File: src/rtl/vthernet_pkg.sv
// Shared Ethernet/ARP constants, the rx_arp state encoding and the ARP header byte check.
package vthernet_pkg;

  localparam logic [15:0] ARP_HTYPE_ETH    = 16'h0001;
  localparam logic [15:0] ETHERTYPE_IPV4   = 16'h0800;
  localparam logic [15:0] ARP_OPER_REQUEST = 16'h0001;
  localparam logic [15:0] ARP_OPER_REPLY   = 16'h0002;
  localparam logic [7:0]  ARP_HLEN_ETH     = 8'd6;
  localparam logic [7:0]  ARP_PLEN_IPV4    = 8'd4;
  localparam int          ARP_LEN          = 28;

  typedef enum logic [2:0] {
    ST_SKIP,
    ST_HDR,
    ST_SHA,
    ST_SPA,
    ST_THA,
    ST_TPA,
    ST_TAIL
  } rx_arp_state_t;

  // 16-bit fields are judged on their second byte, so hi is the byte received just before b.
  function automatic logic hdr_byte_ok(input logic [4:0] idx, input logic [7:0] hi,
                                       input logic [7:0] b);
    logic ok;
    ok = 1'b0;
    case (idx)
      5'd0, 5'd2, 5'd6: ok = 1'b1;
      5'd1:             ok = ({hi, b} == ARP_HTYPE_ETH);
      5'd3:             ok = ({hi, b} == ETHERTYPE_IPV4);
      5'd4:             ok = (b == ARP_HLEN_ETH);
      5'd5:             ok = (b == ARP_PLEN_IPV4);
      5'd7:             ok = ({hi, b} == ARP_OPER_REQUEST) || ({hi, b} == ARP_OPER_REPLY);
      default:          ok = 1'b0;
    endcase
    return ok;
  endfunction

endpackage

File: src/rtl/sat_cnt16.sv
// 16-bit event counter that sticks at 16'hFFFF; synchronous active-high reset.
module sat_cnt16 (
  input  logic        clk,
  input  logic        rst,
  input  logic        inc,
  output logic [15:0] count
);

  always_ff @(posedge clk) begin
    if (rst) begin
      count <= 16'h0000;
    end else if (inc && (count != 16'hFFFF)) begin
      count <= count + 16'h0001;
    end
  end

endmodule

File: src/rtl/rx_arp.sv
// ARP payload parser: validates the header, captures sender fields, and holds a result
// when the target IP matches LOCAL_IP. Define RX_ARP_STATS_EN to add drop/error counters.
module rx_arp
  import vthernet_pkg::*;
#(
  parameter logic [31:0] LOCAL_IP = 32'hC0A8_000A
) (
  input  logic        RX_CLK,
  input  logic        rst,
  input  logic        rx_payload_arp,
  input  logic [7:0]  rx_payload,
  input  logic        arp_ready,
  output logic        arp_valid,
  output logic [15:0] arp_oper,
  output logic [47:0] arp_sha,
  output logic [31:0] arp_spa,
  output logic        arp_err
`ifdef RX_ARP_STATS_EN
  ,
  output logic [15:0] arp_drop_cnt,
  output logic [15:0] arp_err_cnt
`endif
);

  localparam logic [4:0] IDX_SAT = 5'(ARP_LEN);

  rx_arp_state_t state, state_nxt;
  logic [4:0]  idx;
  logic [7:0]  prev_byte;
  logic [15:0] oper_r;
  logic [47:0] sha_r;
  logic [31:0] spa_r;
  logic [23:0] tpa_r;
  logic        err_nxt;
  logic        match;
  logic        load;

  always_comb begin
    state_nxt = state;
    err_nxt   = 1'b0;
    match     = 1'b0;
    case (state)
      ST_SKIP: begin
        if (!rx_payload_arp) state_nxt = ST_HDR;
      end
      ST_HDR: begin
        if (rx_payload_arp) begin
          if (!hdr_byte_ok(idx, prev_byte, rx_payload)) begin
            err_nxt   = 1'b1;
            state_nxt = ST_SKIP;
          end else if (idx == 5'd7) begin
            state_nxt = ST_SHA;
          end
        end else if (idx != 5'd0) begin
          err_nxt = 1'b1;
        end
      end
      ST_SHA, ST_SPA, ST_THA, ST_TPA: begin
        if (!rx_payload_arp) begin
          err_nxt   = 1'b1;
          state_nxt = ST_HDR;
        end else if (state == ST_SHA && idx == 5'd13) begin
          state_nxt = ST_SPA;
        end else if (state == ST_SPA && idx == 5'd17) begin
          state_nxt = ST_THA;
        end else if (state == ST_THA && idx == 5'd23) begin
          state_nxt = ST_TPA;
        end else if (state == ST_TPA && idx == 5'd27) begin
          state_nxt = ST_TAIL;
          match     = ({tpa_r, rx_payload} == LOCAL_IP);
        end
      end
      ST_TAIL: begin
        if (!rx_payload_arp) state_nxt = ST_HDR;
      end
      default: state_nxt = ST_SKIP;
    endcase
  end

  // A held result that is not being consumed this cycle blocks a new one.
  assign load = match && (!arp_valid || arp_ready);

  always_ff @(posedge RX_CLK) begin
    if (rst) begin
      state     <= ST_SKIP;
      idx       <= 5'd0;
      arp_err   <= 1'b0;
      arp_valid <= 1'b0;
      arp_oper  <= 16'h0000;
      arp_sha   <= 48'h0;
      arp_spa   <= 32'h0;
    end else begin
      state   <= state_nxt;
      arp_err <= err_nxt;
      if (!rx_payload_arp)    idx <= 5'd0;
      else if (idx != IDX_SAT) idx <= idx + 5'd1;
      if (load) begin
        arp_valid <= 1'b1;
        arp_oper  <= oper_r;
        arp_sha   <= sha_r;
        arp_spa   <= spa_r;
      end else if (arp_valid && arp_ready) begin
        arp_valid <= 1'b0;
      end
    end
  end

  // Field shift registers carry no reset; they are always rewritten before being loaded.
  always_ff @(posedge RX_CLK) begin
    if (rx_payload_arp) begin
      case (state)
        ST_HDR: begin
          prev_byte <= rx_payload;
          if (idx == 5'd7) oper_r <= {prev_byte, rx_payload};
        end
        ST_SHA:  sha_r <= {sha_r[39:0], rx_payload};
        ST_SPA:  spa_r <= {spa_r[23:0], rx_payload};
        ST_TPA:  tpa_r <= {tpa_r[15:0], rx_payload};
        default: ;
      endcase
    end
  end

`ifdef RX_ARP_STATS_EN
  logic drop;
  assign drop = match && arp_valid && !arp_ready;

  sat_cnt16 u_drop_cnt (
    .clk   (RX_CLK),
    .rst   (rst),
    .inc   (drop),
    .count (arp_drop_cnt)
  );

  sat_cnt16 u_err_cnt (
    .clk   (RX_CLK),
    .rst   (rst),
    .inc   (arp_err),
    .count (arp_err_cnt)
  );
`endif

endmodule

File: config.mk
export PLATFORM = sky130hd
export DESIGN_NAME = rx_arp
export DESIGN_NICKNAME = d
export VERILOG_FILES = /design/src/rtl/vthernet_pkg.sv /design/src/rtl/sat_cnt16.sv /design/src/rtl/rx_arp.sv
export SDC_FILE = /design/constraint.sdc
export NUM_CORES = 1
export LEC_CHECK = 0
export BUFFER_PORTS_ARGS = -buffer_cell sky130_fd_sc_hd__buf_2
export CAP_MARGIN = 20
export CORE_UTILIZATION = 61
export DETAILED_ROUTE_END_ITERATION = 12
export GPL_ROUTABILITY_DRIVEN = 0
export PLACE_DENSITY = 0.84
export SLEW_MARGIN = 20
export SYNTH_ARGS = -nofsm -noshare
export SYNTH_HDL_FRONTEND = slang
export SYNTH_HIERARCHICAL = 1
export SYNTH_SLANG_ARGS = --single-unit
export TNS_END_PERCENT = 1
File: constraint.sdc
create_clock -name RX_CLK -period 7.3 [get_ports RX_CLK]
set_input_delay 1.095 -clock RX_CLK [delete_from_list [all_inputs] [get_ports RX_CLK]]
set_output_delay 1.095 -clock RX_CLK [all_outputs]
set_load 0.01 [all_outputs]
==> results_dict.tcl, run 1 <==
set metrics [dict create \
    htreeDepth 1 \
    critPathKind "primary input to flip-flop" \
    critical_path.max_stage_delay_ps 950 \
    root_buffer "clkbuf_16" \
    grt_max_degree 86 \
    area_growth_pct 16.6 \
    crit_start "rx_payload[5]" \
    design_power_total_mw 2.71 \
    timing.rr.start "idx[0]$_SDFFE_PP0P_" \
    core_mm2 0.0132 \
    r2r_end "arp_oper[6]$_SDFFE_PP0P_" \
    hp-class "flip-flop to flip-flop" \
    status "completed" \
    clk_latency_ps 510 \
    wl_per_cell_um 17.5 \
    rows 42 \
    leakagePower_nw 3.46 \
    synth_cell_type_count 44 \
    cp.arrival_ps 4070 \
    first_global_vias 4816 \
    syn_nets 583 \
    viasPerCell 5.59 \
    io_pins 110 \
    cts_buffer_depth 3 \
    p_per_area_mw_per_mm2 283 \
    finClkSkew_ps 22.6 \
    grt_overflow_total 0 \
    cts_tree "done" \
    synth_cells 567 \
    grt_pass1_wl_mm 24.2 \
    crit_path_max_fanout 85 \
    drcViolationCount 0 \
    cts.sinks 234 \
    cp_slowest_cell "nor4_4" \
    fin_area_mm2 0.00956 \
    finalCritPeriodShare_pct 50.7 \
    fin_nets 692 \
    drv_cap 0 \
    fmax_ghz 0.270 \
    cts_made_buffers 22 \
    cts_resized 0 \
    ir_drop_mv 0.211 \
    cp.required_ps 7670 \
    die_y_um 118 \
    drt_wl_total_mm 15.2 \
    syn_area_mm2 0.00820 \
    path_clk_slew_ps 60 \
    antenna_found_initial 0 \
    drt_iter0_markers 341 \
    avgSynthCellArea_um2 14.5 \
    dpl.hpwl_mm 9.31 \
    cp_top_family "simple AND/OR/NAND/NOR gates" \
    n_antenna_cell 0 \
    ant_nets 0 \
    setup_viol_count_final 0 \
    dr.pass1.iters 7 \
    finalCriticalPeriod_ps 3700 \
    rsz0062_at_grt "no" \
    dieArea_mm2 0.0139 \
    cts_setup_buffers 0 \
    slew_viol_final 0 \
    ys_ff_latch 234 \
    start_util_pct 62.2 \
    synth_ff_type "edfxtp_1" \
    tightest_slew_ps 1050 \
    hold_viol 0 \
    postCtsHoldBufs 0 \
    endpoint_kind "flip-flop" \
    async_flop_share_pct 0 \
    dieWidth_um 118 \
    ys_seq_area_share_pct 72.7 \
    reg2reg_depth 7 \
    synth-edff-count 128 \
    critPathBufInv 2 \
    finalSetupTns_ps 0 \
    cp-endpoint "arp_oper[6]$_SDFFE_PP0P_" \
    cp.depth 7 \
    numPortBuffers 109 \
    reg2reg_slack_ps 3940 \
    drive_above_1_share_pct 21.5 \
    synth-warning-count 6 \
    fin_util_pct 72.5 \
    place_area_mm2 0.00887 \
    start_kind "primary input" \
    dr_total_vias 4853 \
    crit_chain "buf_2, nor4_1, nand4b_1, nor4_4, buf_12, mux2i_1, nor2_1" \
    grt_usage_pct 21.8 \
    relSlewSlack_pct 29.5 \
]
==> worst reg2reg max path, stage by stage (launching register included) <==
cell	delay, ps
dfxtp_1	420
ha_1	360
nand3_1	190
or3_1	460
nor4_4	810
buf_12	550
mux2i_1	380
nor2_1	60
==> final cells by class <==
class | count | area, um2
repair buffers | 115 | 606
fillers | 843 | 3630
well taps | 176 | 220
multi-input cells | 295 | 2050
inverters | 8 | 30.0
clock inverters | 6 | 70.1
clock buffers | 34 | 626
flip-flops and latches | 234 | 5970
==> per-layer routing <==
layer  vias to the layer above  part of all wire (%)  GRT usage, %
met2                       189                    49          36.8
li1                       2258                     -             -
met1                      2365                    41          27.5
met5                         -                     0             0
met4                         0                   2.9          8.89
met3                        41                   6.4          4.60
==> where the power goes <==
part           leakage, nW  switching (mW)  internal, mW  total [mW]
clock                0.332           0.459         0.628        1.09
combinational         1.12          0.0856        0.0389       0.125
sequential            2.01          0.0390          1.46        1.50
total                 3.46           0.584          2.12        2.71
==> synth_stat cells, drive strengths merged (4+ instances only) <==
master  instances  area [um2]
edfxtp        128        3840
dfxtp         106        2120
nor2          106         398
mux2i          97         971
clkbuf         19        71.3
buf            11         114
a21oi          10        50.1
inv             8        30.0
nand3           6        30.0
nand2           5        18.8
nand2b          5        31.3
nor4            5        37.5
nor4b           5        43.8
ha              4        50.1
nand4           4        25.0
o21ai           4        20.0
==> state kept, by name (all words and copies together), names as in the netlist, 5 cells and up <==
| name | flops |
|---|---|
| arp_oper | 16 |
| arp_sha | 48 |
| arp_spa | 32 |
| idx | 5 |
| oper_r | 16 |
| prev_byte | 8 |
| sha_r | 48 |
| spa_r | 32 |
| tpa_r | 24 |
==> cell families after synthesis <==
family / after synthesis / share of synthesized area (%)
flip-flops: 234 / 72.7
adder cells (fa/ha/maj): 4 / 0.610
multiplexers: 97 / 11.8
AND/OR/NAND/NOR: 157 / 9.06
buffers and inverters: 38 / 2.62
AO/OA/AOI/OAI: 32 / 2.61
XOR/XNOR: 5 / 0.534
==> through the flow <==
stage / hold slack [ps] / cells / worst slack, ps
floorplan: 417 / 567 / 3020
global placement: 429 / 828 / 3380
detailed placement: 430 / 828 / 3130
CTS: 443 / 868 / 3610
global route: 452 / 868 / 3450
finish: 446 / 868 / 3600
==> cell usage in the layout (no fill, tap or decap), types with 2 or more instances in the layout <==
master and n:
edfxtp_1 128, buf_2 108, dfxtp_1 106, nor2_1 104
mux2i_1 97, clkbuf_16 22, a21oi_1 10, clkbuf_1 9
inv_1 8, nand3_1 6, buf_4 6, nand2_1 5
nand2b_1 5, nor4b_1 5, nand4_1 4, o21ai_0 4
ha_1 4, nor3_1 3, nor2b_1 3, nor4bb_1 3
nor4_1 3, xnor2_1 3, a31oi_1 3, o211ai_1 3
clkbuf_8 3, o41ai_1 2, nand4b_1 2, or4b_1 2
or3_1 2, xor2_1 2, nor3b_1 2, or4_1 2
a211oi_1 2, clkinv_1 2
==> how the worst min path moves through the flow <==
stage                              from                   to  cells past startpoint
finish              spa_r[23]$_DFFE_PP_  spa_r[31]$_DFFE_PP_                      0
global route        sha_r[22]$_DFFE_PP_  sha_r[30]$_DFFE_PP_                      0
CTS                 sha_r[11]$_DFFE_PP_  sha_r[19]$_DFFE_PP_                      0
detailed placement  tpa_r[14]$_DFFE_PP_  tpa_r[22]$_DFFE_PP_                      0
global placement    sha_r[27]$_DFFE_PP_  sha_r[35]$_DFFE_PP_                      0
floorplan           tpa_r[13]$_DFFE_PP_  tpa_r[21]$_DFFE_PP_                      0
Power figures use the tool's default switching activity.
==> inputs of run 2 (changes only) <==
--- a/config.mk
+++ b/config.mk
@@ -7,10 +7,10 @@
 export LEC_CHECK = 0
 export BUFFER_PORTS_ARGS = -buffer_cell sky130_fd_sc_hd__buf_2
 export CAP_MARGIN = 20
-export CORE_UTILIZATION = 61
+export CORE_UTILIZATION = 51
 export DETAILED_ROUTE_END_ITERATION = 12
 export GPL_ROUTABILITY_DRIVEN = 0
-export PLACE_DENSITY = 0.84
+export PLACE_DENSITY = 0.75
 export SLEW_MARGIN = 20
 export SYNTH_ARGS = -nofsm -noshare
 export SYNTH_HDL_FRONTEND = slang
==> constraint.sdc (replaced) <==
create_clock -name RX_CLK -period 3.1 [get_ports RX_CLK]
set_input_delay 0.465 -clock RX_CLK [delete_from_list [all_inputs] [get_ports RX_CLK]]
set_output_delay 0.465 -clock RX_CLK [all_outputs]
set_load 0.01 [all_outputs]
==> run 2 against run 1 <==
Effect of this change:
- routed wire length grew 4.0%
- largest power group unchanged
- final area grew 1.8%
- clock power grew to 2.5 times the previous value
- hold slack lost 200 ps
==> results_dict.tcl, run 2 (synthesis gave the netlist of run 1 again) <==
set metrics [dict create \
    area_growth_pct 18.7 \
    root_buffer "clkbuf_16" \
    fin_nets 699 \
    cp.arrival_ps 2890 \
    ant_nets 0 \
    setup_viol_count_final 0 \
    comb_power_share_pct 4.5 \
    grt_overflow_total 0 \
    drive_above_1_share_pct 22.5 \
    dr.pass1.iters 5 \
    grt_max_degree 65 \
    pre_cts_ws_ps 488 \
    cts_buffer_depth 3 \
    cell_internal_pwr_mw 5.17 \
    p_sw_share_pct 21.2 \
    drv_cap 0 \
    r2r_end "arp_sha[1]$_SDFFE_PP0P_" \
    timing.rr.start "idx[0]$_SDFFE_PP0P_" \
    rsz0062_at_grt "no" \
    slew_viol_final 0 \
    drcViolationCount 0 \
    cp-endpoint "arp_sha[1]$_SDFFE_PP0P_" \
    dr_total_vias 4836 \
    dieWidth_um 129 \
    core_mm2 0.0154 \
    cts.sinks 234 \
    cts_setup_buffers 0 \
    tightest_slew_ps 747 \
    switchingPower_mw 1.39 \
    place_area_mm2 0.00897 \
    finClkSkew_ps 9.29 \
    fin_ws_ps 553 \
    reg2reg_depth 8 \
    rows 45 \
    wl_per_cell_um 17.3 \
    dp_cells 868 \
    first_global_vias 4804 \
    start_util_pct 53.2 \
    n_antenna_cell 0 \
    drt_wl_total_mm 15.8 \
    crit_start "idx[0]$_SDFFE_PP0P_" \
    io_pins 110 \
    numPortBuffers 109 \
    viasPerCell 5.30 \
    crit_path_max_fanout 34 \
    grt_pass1_wl_mm 24.4 \
    hold_viol 0 \
    finalCritPeriodShare_pct 82.2 \
    relSlewSlack_pct 49.5 \
    leakagePower_nw 3.53 \
    path_clk_slew_ps 60 \
    cp.required_ps 3440 \
    clk_latency_ps 500 \
    antenna_found_initial 0 \
    fin_area_mm2 0.00974 \
    seq_power_share_pct 53.7 \
    layout_common_cells "edfxtp_1 (128), buf_2 (108), dfxtp_1 (106)" \
    htreeDepth 1 \
    ir_drop_mv 0.372 \
    hold_slack_ps 248 \
    reg2reg_slack_ps 550 \
    p_per_area_mw_per_mm2 674 \
    start_kind "flip-flop" \
    mostFrequentLayoutCell "edfxtp_1" \
    drt_iter0_markers 312 \
    status "completed" \
    dieArea_mm2 0.0166 \
    largestRegisters "arp_sha: 48 flops, sha_r: 48 flops" \
    hp-class "primary input to flip-flop" \
    design_power_total_mw 6.57 \
    cts_resized 0 \
    critPathKind "flip-flop to flip-flop" \
    dpl.hpwl_mm 10.2 \
    cts_tree "done" \
    postCtsHoldBufs 0 \
    cts_made_buffers 24 \
    fmax_ghz 0.393 \
    die_y_um 129 \
    endpoint_kind "flip-flop" \
    final_cells 912 \
    finalCriticalPeriod_ps 2550 \
    grt_usage_pct 19.0 \
    p_clk_share_pct 41.8 \
]
-- run 2: changes by cell type in the layout (fill, tap and decap cells not counted), sizes merged --
cell,before,now
clkbuf,34,38
inv,8,9
buf,115,120
clkinv,4,2
clkinvlp,1,2
-- run 2: routing by layer --
| layer | share of wire (%) | vias up | global-route usage, % | routed length [um] |
|---|---|---|---|---|
| li1 | - | 2275 | - | - |
| met5 | 0 | - | 0 | 0 |
| met4 | 1.8 | 0 | 5.54 | 277 |
| met1 | 43 | 2366 | 24.2 | 6720 |
| met2 | 50 | 167 | 33.5 | 7840 |
| met3 | 5.8 | 28 | 3.24 | 913 |
-- run 2: power by group through the flow --
| stage | logic [mW] | registers, mW | clock network [mW] |
|---|---|---|---|
| floorplan | 0.225 | 3.54 | 0 |
| global placement | 0.281 | 3.58 | 0 |
| detailed placement | 0.293 | 3.59 | 0 |
| CTS | 0.294 | 3.52 | 2.79 |
| global route | 0.325 | 3.54 | 2.93 |
| finish | 0.292 | 3.53 | 2.75 |
-- run 2: how the worst min path moves through the flow --
| stage | startpoint | to | cells past startpoint |
|---|---|---|---|
| after floorplan | tpa_r[13]$_DFFE_PP_ | tpa_r[21]$_DFFE_PP_ | 0 |
| after CTS | rx_payload[4] | sha_r[4]$_DFFE_PP_ | 1 |
| after global placement | tpa_r[13]$_DFFE_PP_ | tpa_r[21]$_DFFE_PP_ | 0 |
| final | rx_payload[4] | sha_r[4]$_DFFE_PP_ | 1 |
| after detailed placement | tpa_r[13]$_DFFE_PP_ | tpa_r[21]$_DFFE_PP_ | 0 |
| after global routing | rx_payload[4] | sha_r[4]$_DFFE_PP_ | 1 |
-- run 2: layout make-up --
| cell class | instances | area, um2 |
|---|---|---|
| Timing Repair Buffer | 120 | 656 |
| Inverter | 8 | 30.0 |
| Multi-Input combinational cell | 295 | 2060 |
| Clock inverter | 6 | 63.8 |
| Sequential cell | 234 | 5970 |
| Clock buffer | 38 | 706 |
| Fill cell | 1185 | 5690 |
| Tap cell | 211 | 264 |
-- run 2: worst max-delay path: stages, from the launching register on --
cell and delay, ps:
dfxtp_1 420, ha_1 350, nand3_1 200, or3_1 460
nor4_4 160, buf_4 210, buf_12 250, mux2i_1 250
nor2_1 70
-- run 2: through the flow --
stage	utilization, %	TNS (ps)
floorplan	-	-11990
global placement	58.2	0
detailed placement	58.2	0
CTS	63.1	0
global route	63.1	0
finish	63.1	0
==> inputs of run 3 (changes only) <==
--- a/config.mk
+++ b/config.mk
@@ -5,6 +5,7 @@
 export SDC_FILE = /design/constraint.sdc
 export NUM_CORES = 1
 export LEC_CHECK = 0
+export ABC_AREA = 1
 export BUFFER_PORTS_ARGS = -buffer_cell sky130_fd_sc_hd__buf_2
 export CAP_MARGIN = 20
 export CORE_UTILIZATION = 51
==> constraint.sdc (replaced) <==
create_clock -name RX_CLK -period 2.3 [get_ports RX_CLK]
set_input_delay 0.345 -clock RX_CLK [delete_from_list [all_inputs] [get_ports RX_CLK]]
set_output_delay 0.345 -clock RX_CLK [all_outputs]
set_load 0.01 [all_outputs]
==> run 3 against run 2 <==
Effect of this change:
- die area grew 0.16%
- hold slack lost 160 ps
- register-to-register slack lost 310 ps
- area after synthesis grew 0.15%
- sequential share of layout area shrank 0.87 points
- synthesized cell count grew 30%
- count of clock-buffer cells in the layout shrank 3
- core utilization shrank 0.71 points
- worst setup slack lost 310 ps
- sequential power grew 34%
- global-route usage grew 0.48 points
==> results_dict.tcl, run 3 <==
set metrics [dict create \
    comb_power_share_pct 7.0 \
    first_global_vias 5112 \
    fin_nets 873 \
    wl_met2_mm 7.64 \
    numPortBuffers 109 \
    root_buffer "clkbuf_16" \
    synth-warning-count 6 \
    status "completed" \
    fmax_ghz 0.486 \
    relSlewSlack_pct 60.0 \
    start_kind "flip-flop" \
    cell_internal_pwr_mw 7.18 \
    wl_met3_mm 1.06 \
    synthTopCellsByArea "edfxtp_1 (47%), dfxtp_1 (26%), nor2_1 (11%), o21ai_0 (6.0%), nand2_1 (1.7%)" \
    wl_per_cell_um 14.8 \
    setup_viol_count_final 0 \
    p_clk_share_pct 41.8 \
    dpl.hpwl_mm 10.2 \
    fin_ws_ps 240 \
    synth_top_cell_by_area "edfxtp_1" \
    ir_drop_mv 0.693 \
    synth_most_common_cell "nor2_1" \
    ys_seq_area_share_pct 72.6 \
    dr_total_vias 5589 \
    die_y_um 129 \
    ys_ff_latch 234 \
    synth_cell_type_count 29 \
    ant_nets 0 \
    drt_wl_total_mm 16.1 \
    cts_setup_buffers 0 \
    tightest_slew_ps 595 \
    endpoint_kind "flip-flop" \
    wl_met1_mm 6.89 \
    design_power_total_mw 9.25 \
    async_flop_share_pct 0 \
    synth_cells 735 \
    rows 46 \
    crit_path_max_fanout 57 \
    area_growth_pct 20.3 \
    cts_buffer_depth 3 \
    syn_area_mm2 0.00822 \
    start_util_pct 51.9 \
    synth_adder_area_share_pct 0.609 \
    grt_max_degree 62 \
    fin_area_mm2 0.00988 \
    antenna_found_initial 0 \
    slew_viol_final 0 \
    netlist_top_cells_count "nor2_1 (236), edfxtp_1 (128), dfxtp_1 (106), o21ai_0 (98), nand2_1 (37)" \
    synth_top_family_by_area "simple AND/OR/NAND/NOR gates" \
    n_antenna_cell 0 \
    grt_usage_pct 19.5 \
    rsz0062_at_grt "no" \
    place_area_mm2 0.00907 \
    dieArea_mm2 0.0166 \
    leakagePower_nw 3.85 \
    synth_ff_type "edfxtp_1" \
    dieWidth_um 129 \
    finalCriticalPeriod_ps 2060 \
    io_pins 110 \
    synth-edff-count 128 \
    dr.pass1.iters 5 \
    synthMuxAreaShare_pct 0 \
    grt_overflow_total 0 \
    switchingPower_mw 2.07 \
    cp.arrival_ps 2450 \
    layout_common_cells "nor2_1 (234), edfxtp_1 (128), buf_2 (109)" \
    hold_viol 0 \
    cts_made_buffers 24 \
    path_clk_slew_ps 60 \
    finalCritPeriodShare_pct 89.6 \
    critPathKind "flip-flop to flip-flop" \
    largestRegisters "arp_sha: 48 flops, sha_r: 48 flops" \
    syn_nets 751 \
    drive_above_1_share_pct 20.0 \
    yosysTopAreaCellShare_pct 46.8 \
    synth_simple_gate_area_share_pct 15.9 \
    top_layer "met4" \
    htreeDepth 1 \
    grt_pass1_wl_mm 25.3 \
    synth-compound-area-share_pct 6.90 \
    clk_latency_ps 510 \
    pre_cts_ws_ps 208 \
    viasPerCell 5.12 \
    drv_cap 0 \
    cts.sinks 234 \
    mostFrequentLayoutCell "nor2_1" \
    drcViolationCount 0 \
    core_mm2 0.0158 \
    avgSynthCellArea_um2 11.2 \
    hp-class "primary input to flip-flop" \
    drt_iter0_markers 413 \
    finClkSkew_ps 10.7 \
    p_sw_share_pct 22.3 \
    cp.required_ps 2690 \
    seq_power_share_pct 51.2 \
    fillers 1263 \
    cts_tree "done" \
    finalSetupTns_ps 0 \
    synth_xor_area_share_pct 0.320 \
    p_per_area_mw_per_mm2 936 \
]
==> run 3: cell types whose count changed after synthesis, sizes merged, moves of 4 or more <==
cell / delta
nor3: +4
nand3: +14
nand2b: -5
a21oi: -5
mux2i: -97
nor2: +132
nor4b: -5
nand2: +32
nand4: +4
inv: +26
o21ai: +100
==> run 3: worst max-delay path, stage by stage (launching register included) <==
cell and delay [ps]:
dfxtp_1 380, ha_1 280, nand3_1 120, nor3_2 190, nand2_1 90, nor2_1 180, nand4_4 150, buf_12 230
o21ai_0 260, nor2_1 70
==> run 3: worst paths after layout <==
check,start,slack [ps],depth (start not counted),to
setup / recovery,idx[1]$_SDFFE_PP0P_,240,9,arp_oper[6]$_SDFFE_PP0P_
hold / removal,rst,90,2,arp_valid$_SDFFE_PP0P_
setup reg to reg,idx[1]$_SDFFE_PP0P_,240,9,arp_oper[6]$_SDFFE_PP0P_
hold reg to reg,sha_r[11]$_DFFE_PP_,440,0,sha_r[19]$_DFFE_PP_
==> run 3: layout make-up <==
| type | count | area [um2] | share of cell area (%) |
|---|---|---|---|
| Clock inverter | 9 | 101 | 1.03 |
| Tap cell | 216 | 270 | 2.74 |
| Inverter | 35 | 131 | 1.33 |
| Multi-Input combinational cell | 436 | 1970 | 19.9 |
| Clock buffer | 35 | 704 | 7.13 |
| Timing Repair Buffer | 126 | 739 | 7.48 |
| Sequential cell | 234 | 5970 | 60.4 |
==> run 3: power groups by stage <==
stage               Combinational, mW  Sequential [mW]  Clock, mW
finish                          0.648             4.74       3.87
global route                    0.724             4.75       4.10
CTS                             0.645             4.74       3.94
detailed placement              0.640             4.82          0
global placement                0.627             4.81          0
floorplan                       0.435             4.81          0
==> run 3: cell families after synthesis <==
family,count (synthesis)
flip-flops,234
buffers and inverters,65
AO/OA/AOI/OAI,112
XOR/XNOR,3
adder cells (fa/ha/maj),4
AND/OR/NAND/NOR,317
==> run 3: timing repair <==
| item | CTS | global route |
|---|---|---|
| hold buffers | 0 | 0 |
| setup endpoints to repair | 0 | 27 |
| gates resized for setup | 0 | 1 |
==> run 3: routing by layer <==
layer | track usage (%) | up-vias
met1 | 25.4 | 2653
met3 | 4.57 | 39
met2 | 31.5 | 176
met5 | 0 | -
li1 | - | 2721
met4 | 8.03 | 0
==> run 3: metrics by stage <==
step / hold slack [ps] / util [%] / cells
2_1_floorplan: 414 / - / 735
3_3_place_gp: 422 / 57.3 / 1047
3_5_place_dp: 426 / 57.3 / 1047
4_1_cts: 77.5 / 62.4 / 1091
5_1_grt: 107 / 62.4 / 1091
6_report: 91.5 / 62.4 / 1091
